===== src/rtl/vadr_sequencer.sv =====
// Emits a run of consecutive 4 KiB page virtual addresses, stepping across the
// canonical hole of SV39/SV48 so every emitted address stays canonical.
module vadr_sequencer #(
    parameter int XLEN        = 64,
    parameter int SVMODE_BITS = 4,
    parameter int CNT_BITS    = 20
) (
    input  logic                   clk,
    input  logic                   reset_n,
    input  logic [SVMODE_BITS-1:0] SATP_MODE,
    input  logic [XLEN-1:0]        StartVAdr,
    input  logic [CNT_BITS-1:0]    PageCount,
    input  logic                   Start,
    input  logic                   Abort,
    input  logic                   VAdrReady,
    output logic                   VAdrValid,
    output logic [XLEN-1:0]        VAdr,
    output logic                   Busy,
    output logic                   Done,
    output logic                   StartFault,
    output logic [1:0]             dbg_state_o
);

    // Handshake: a page address is transferred on every rising edge where
    // VAdrValid and VAdrReady are both high; VAdr is held while VAdrValid=1 and
    // VAdrReady=0, and VAdrValid never drops without a transfer except on Abort.

    localparam logic [SVMODE_BITS-1:0] MODE_SV39 = SVMODE_BITS'(8);
    localparam logic [SVMODE_BITS-1:0] MODE_SV48 = SVMODE_BITS'(9);

    typedef enum logic [1:0] {
        IDLE = 2'd0,
        RUN  = 2'd1,
        FIN  = 2'd2
    } state_t;

    state_t              state_q;
    logic                sv48_q;
    logic [XLEN-1:0]     vadr_q;
    logic [CNT_BITS-1:0] cnt_q;
    logic                valid_q;
    logic                busy_q;
    logic                done_q;
    logic                fault_q;

    logic [XLEN-1:0] aligned_d;
    logic [XLEN-1:0] next_vadr_d;
    logic            canon39_d;
    logic            canon48_d;
    logic            start_ok_d;

    assign aligned_d  = StartVAdr & ~XLEN'(12'hFFF);
    assign canon39_d  = (&StartVAdr[63:38]) | ~(|StartVAdr[63:38]);
    assign canon48_d  = (&StartVAdr[63:47]) | ~(|StartVAdr[63:47]);
    assign start_ok_d = ((SATP_MODE == MODE_SV39) && canon39_d) ||
                        ((SATP_MODE == MODE_SV48) && canon48_d);

    // The top of the lower canonical half jumps to the bottom of the upper half;
    // the all-ones page wraps to zero through the ordinary add.
    always_comb begin
        next_vadr_d = vadr_q + XLEN'(64'h1000);
        if (!sv48_q && vadr_q == XLEN'(64'h0000_003F_FFFF_F000))
            next_vadr_d = XLEN'(64'hFFFF_FFC0_0000_0000);
        else if (sv48_q && vadr_q == XLEN'(64'h0000_7FFF_FFFF_F000))
            next_vadr_d = XLEN'(64'hFFFF_8000_0000_0000);
    end

    always_ff @(posedge clk or negedge reset_n) begin
        if (!reset_n) begin
            state_q <= IDLE;
            sv48_q  <= 1'b0;
            vadr_q  <= '0;
            cnt_q   <= '0;
            valid_q <= 1'b0;
            busy_q  <= 1'b0;
            done_q  <= 1'b0;
            fault_q <= 1'b0;
        end else begin
            done_q  <= 1'b0;
            fault_q <= 1'b0;
            case (state_q)
                IDLE: begin
                    if (Start && !Abort) begin
                        if (!start_ok_d) begin
                            fault_q <= 1'b1;
                        end else begin
                            sv48_q <= (SATP_MODE == MODE_SV48);
                            vadr_q <= aligned_d;
                            cnt_q  <= PageCount;
                            busy_q <= 1'b1;
                            if (PageCount == '0) begin
                                state_q <= FIN;
                                done_q  <= 1'b1;
                            end else begin
                                state_q <= RUN;
                                valid_q <= 1'b1;
                            end
                        end
                    end
                end
                RUN: begin
                    if (Abort) begin
                        state_q <= IDLE;
                        valid_q <= 1'b0;
                        busy_q  <= 1'b0;
                        cnt_q   <= '0;
                    end else if (VAdrReady) begin
                        if (cnt_q == CNT_BITS'(1)) begin
                            state_q <= FIN;
                            valid_q <= 1'b0;
                            done_q  <= 1'b1;
                            cnt_q   <= '0;
                        end else begin
                            cnt_q  <= cnt_q - CNT_BITS'(1);
                            vadr_q <= next_vadr_d;
                        end
                    end
                end
                FIN: begin
                    state_q <= IDLE;
                    busy_q  <= 1'b0;
                end
                default: begin
                    state_q <= IDLE;
                    valid_q <= 1'b0;
                    busy_q  <= 1'b0;
                end
            endcase
        end
    end

    assign VAdrValid   = valid_q;
    assign VAdr        = vadr_q;
    assign Busy        = busy_q;
    assign Done        = done_q;
    assign StartFault  = fault_q;
    assign dbg_state_o = state_q;

endmodule


===== config.mk =====
export PLATFORM = sky130hd
export DESIGN_NAME = vadr_sequencer
export DESIGN_NICKNAME = d
export VERILOG_FILES = /design/src/rtl/vadr_sequencer.sv
export SDC_FILE = /design/constraint.sdc
export NUM_CORES = 1
export LEC_CHECK = 0
export CAP_MARGIN = 10
export CELL_PAD_IN_SITES_DETAIL_PLACEMENT = 2
export CELL_PAD_IN_SITES_GLOBAL_PLACEMENT = 2
export CORE_ASPECT_RATIO = 1.1
export CORE_MARGIN = 2
export CORE_UTILIZATION = 24
export DETAILED_ROUTE_END_ITERATION = 12
export PLACE_DENSITY = 0.88
export REMOVE_ABC_BUFFERS = 1
export SYNTH_ARGS = -nofsm -noshare
export SYNTH_HDL_FRONTEND = slang
export SYNTH_SLANG_ARGS = --single-unit

===== constraint.sdc =====
create_clock -name clk -period 2.4 [get_ports clk]
set_input_delay 0.36 -clock clk [delete_from_list [all_inputs] [get_ports clk]]
set_output_delay 0.36 -clock clk [all_outputs]
set_load 0.01 [all_outputs]

==> impl_metrics.toml, run 1 <==
[drt]
drtIter0Drc = 356
routed_via_density = 5.56
finalWirelength_mm = 32.2
vias = 7075
dr.pass1.iters = 4
wl_per_cell_um = 25.3
postRouteAntennaNets = 0
drc = 0

[hold_path]
hold_class = "in -> async"

[power_and_ir_drop]
vdd_drop_max_mv = 0.306
p_total_mw = 3.91
p_leak_nw = 3.79
p_per_area_nw_per_um2 = 412

[critical_path]
cp_data_required_time_ns = 2.63
cp-end-kind = "flip-flop"
critPathMaxFanout = 5
cp.arrival_ns = 2.93
crit_type = "reg -> reg"
start_kind = "flip-flop"

[timing]
clock.fmax_mhz = 370
worstMarginPinSlew_ns = 0.593
fin_tns_setup_ns = -7.72
hold_violations = 0
post-route-period-util = 1.13
setup_slack_ns = -0.301
fin_crit_ns = 2.70
rsz0062_at_grt = "true"
final-setup-viol-count = 49
skew_ns = 0.0157
maxSlewHeadroom = 0.604
slew_violations = 0

[synth]
synth_cell_types = 62
ys_seq_area_frac = 0.361
synthTopCellsByArea = "dfrtp_1, o21ai_0, a21oi_1"
synthCells = 698
synth_warnings = 0
netlist_area_sq_um = 5470
syn-mean-instance-area_sq_um = 7.84
yosys_most_used_dff = "dfrtp_1"
synth_edf_count = 0
synth_top_area_cell = "dfrtp_1"
synth_top_area_frac = 0.361
synth_async_sr_flop_share = 1.00
synth_seq_cells = 79

[final_layout]
final_cell_mix = "buf_4, clkdlybuf4s50_1, dfrtp_1, nor2_1, nand2_1"
fin_nets = 1069
area_delta_synth_final_pct = 73.7
drive_above_1_share = 0.306
mostFrequentLayoutCell = "buf_4"
fin_cells = 1272
utilization = 0.427
n_fill_cell = 2437

[status]
status = "finished, violations left"
violations = "setup timing"

[floorplan]
dieArea_sq_um = 24000
start_util = 0.246
coreArea_sq_um = 22300
io_pins = 163
fp.dieW_um = 148
die_h_um = 162
fp-row-count = 57

[placed_design]
dpl.cell_count = 1217
gp_congestion = 0.828
dp_hpwl_mm = 19.6
io_buffers = 138

[cts]
clock_latency_ns = 0.37
clkSinkCount = 79
numCtsBuffers = 9
htreeDepth = 3
clk_pin_slew_ns = 0.07
clk_path_buf_depth = 2
root_buffer = "clkbuf_16"
cts_tree = "built"

[global_route]
gr-total-overflow = 0
grt_use_total = 0.248
grt_pass1_vias = 7911
grt_max_degree = 49
grt_pass1_wl_mm = 46.0
antenna_found_initial = 1

[flow_run]
drv_cap = 0
cell families after synthesis:
logic type / after synthesis / synth area share
AO/OA/AOI/OAI: 248 / 0.278
adder cells (fa/ha/maj): 3 / 0.00686
buffers and inverters: 67 / 0.0622
flip-flops: 79 / 0.361
other: 1 / 0.000685
AND/OR/NAND/NOR: 300 / 0.291
worst paths after layout:
check / end / slack (ns) / depth (start not counted) / startpoint
min in group clk: VAdrValid / 0.52 / 1 / VAdrValid
min reg2reg: VAdrValid / 0.52 / 1 / VAdrValid
max reg2reg: VAdr[37] / -0.30 / 10 / VAdr[58]
max in group asynchronous: VAdr[62] / 1.21 / 3 / reset_n
max: VAdr[37] / -0.30 / 10 / VAdr[58]
min: cnt_q[12] / 0.51 / 2 / reset_n
through the flow:
| step | area, sq um | hold WS, ns | worst slack (ns) |
|---|---|---|---|
| after floorplan | 5230 | 0.0644 | -0.843 |
| after global placement | 8070 | 0.342 | -0.414 |
| after detailed placement | 8070 | 0.346 | -0.552 |
| after CTS | 9010 | 0.528 | -0.135 |
| after global routing | 9500 | 0.540 | -0.294 |
| final | 9500 | 0.506 | -0.301 |
sequential cells by signal, indices dropped and copies added, names as in the netlist:
name / cells
StartFault: 1
dbg_state_o: 2
VAdrValid: 1
cnt_q: 20
VAdr: 52
Done: 1
Busy: 1
sv48_q: 1
Yosys cell counts (4+ instances only):
master	number
buf_4	14
nor2_1	72
o21ai_1	12
o31ai_1	8
a21oi_1	64
o22ai_1	7
nand4_1	21
a32oi_1	10
nand2_1	64
nand3_1	27
nor3_1	27
dfrtp_1	79
a22o_1	4
buf_2	8
nor4_1	19
a32o_1	4
a31oi_1	12
inv_1	15
and2_1	12
nor3b_1	4
o21a_1	5
or4_1	7
clkbuf_1	23
o21ai_0	82
and3_1	11
o22a_1	7
a22oi_1	10
and4_1	9
nand2b_1	4
area by class of cell:
| cell class | instances | area [sq um] | share of cell area |
|---|---|---|---|
| multi-input cells | 563 | 3780 | 0.397 |
| repair buffers | 305 | 3060 | 0.321 |
| flip-flops and latches | 79 | 1980 | 0.208 |
| well taps | 295 | 369 | 0.0388 |
| clock buffers | 11 | 243 | 0.0255 |
| inverters | 15 | 56.3 | 0.00592 |
| clock inverters | 3 | 21.3 | 0.00224 |
| diodes | 1 | 2.50 | 0.000263 |
critical path: stages (launching register included):
cell and delay [ns]:
dfrtp_1 0.43, nor4_2 0.35, nand4_1 0.19, or4_4 0.50, buf_6 0.15, o31ai_4 0.21, buf_6 0.20, clkbuf_16 0.17
a21oi_2 0.03, o21ai_1 0.17, o21ai_1 0.14
metal layers:
layer	vias up	wire length, um	global-route usage
met4	0	1110	0.106
met1	3650	12700	0.284
met2	201	17100	0.449
li1	3158	-	-
met5	-	0	0
met3	66	1320	0.0476
power breakdown:
part | switching, mW | internal [mW]
logic | 0.496 | 0.504
clock network | 0.636 | 0.720
registers | 0.124 | 1.43
timing repair:
action | CTS | global route
pin swaps | 22 | 53
hold buffers | 1 | 0
gates cloned | 10 | 2
setup endpoints to repair | 66 | 68
resized for setup | 98 | 113
hold endpoints to repair | 31 | 0
setup buffers | 18 | 16
Power figures use the tool's default switching activity.
==> run 2: changes to the inputs <==
--- a/config.mk
+++ b/config.mk
@@ -12,6 +12,7 @@
 export CORE_MARGIN = 2
 export CORE_UTILIZATION = 24
 export DETAILED_ROUTE_END_ITERATION = 12
+export HOLD_SLACK_MARGIN = 0.12
 export PLACE_DENSITY = 0.88
 export REMOVE_ABC_BUFFERS = 1
 export SYNTH_ARGS = -nofsm -noshare
==> results of run 2 <==
The final DEF is identical to that of run 1; final timing and power are the same.
==> run 3: changes to the inputs <==
--- a/config.mk
+++ b/config.mk
@@ -5,7 +5,6 @@
 export SDC_FILE = /design/constraint.sdc
 export NUM_CORES = 1
 export LEC_CHECK = 0
-export CAP_MARGIN = 10
 export CELL_PAD_IN_SITES_DETAIL_PLACEMENT = 2
 export CELL_PAD_IN_SITES_GLOBAL_PLACEMENT = 2
 export CORE_ASPECT_RATIO = 1.1
==> results of run 3 <==
The final DEF is identical to that of run 1; final timing and power are the same.
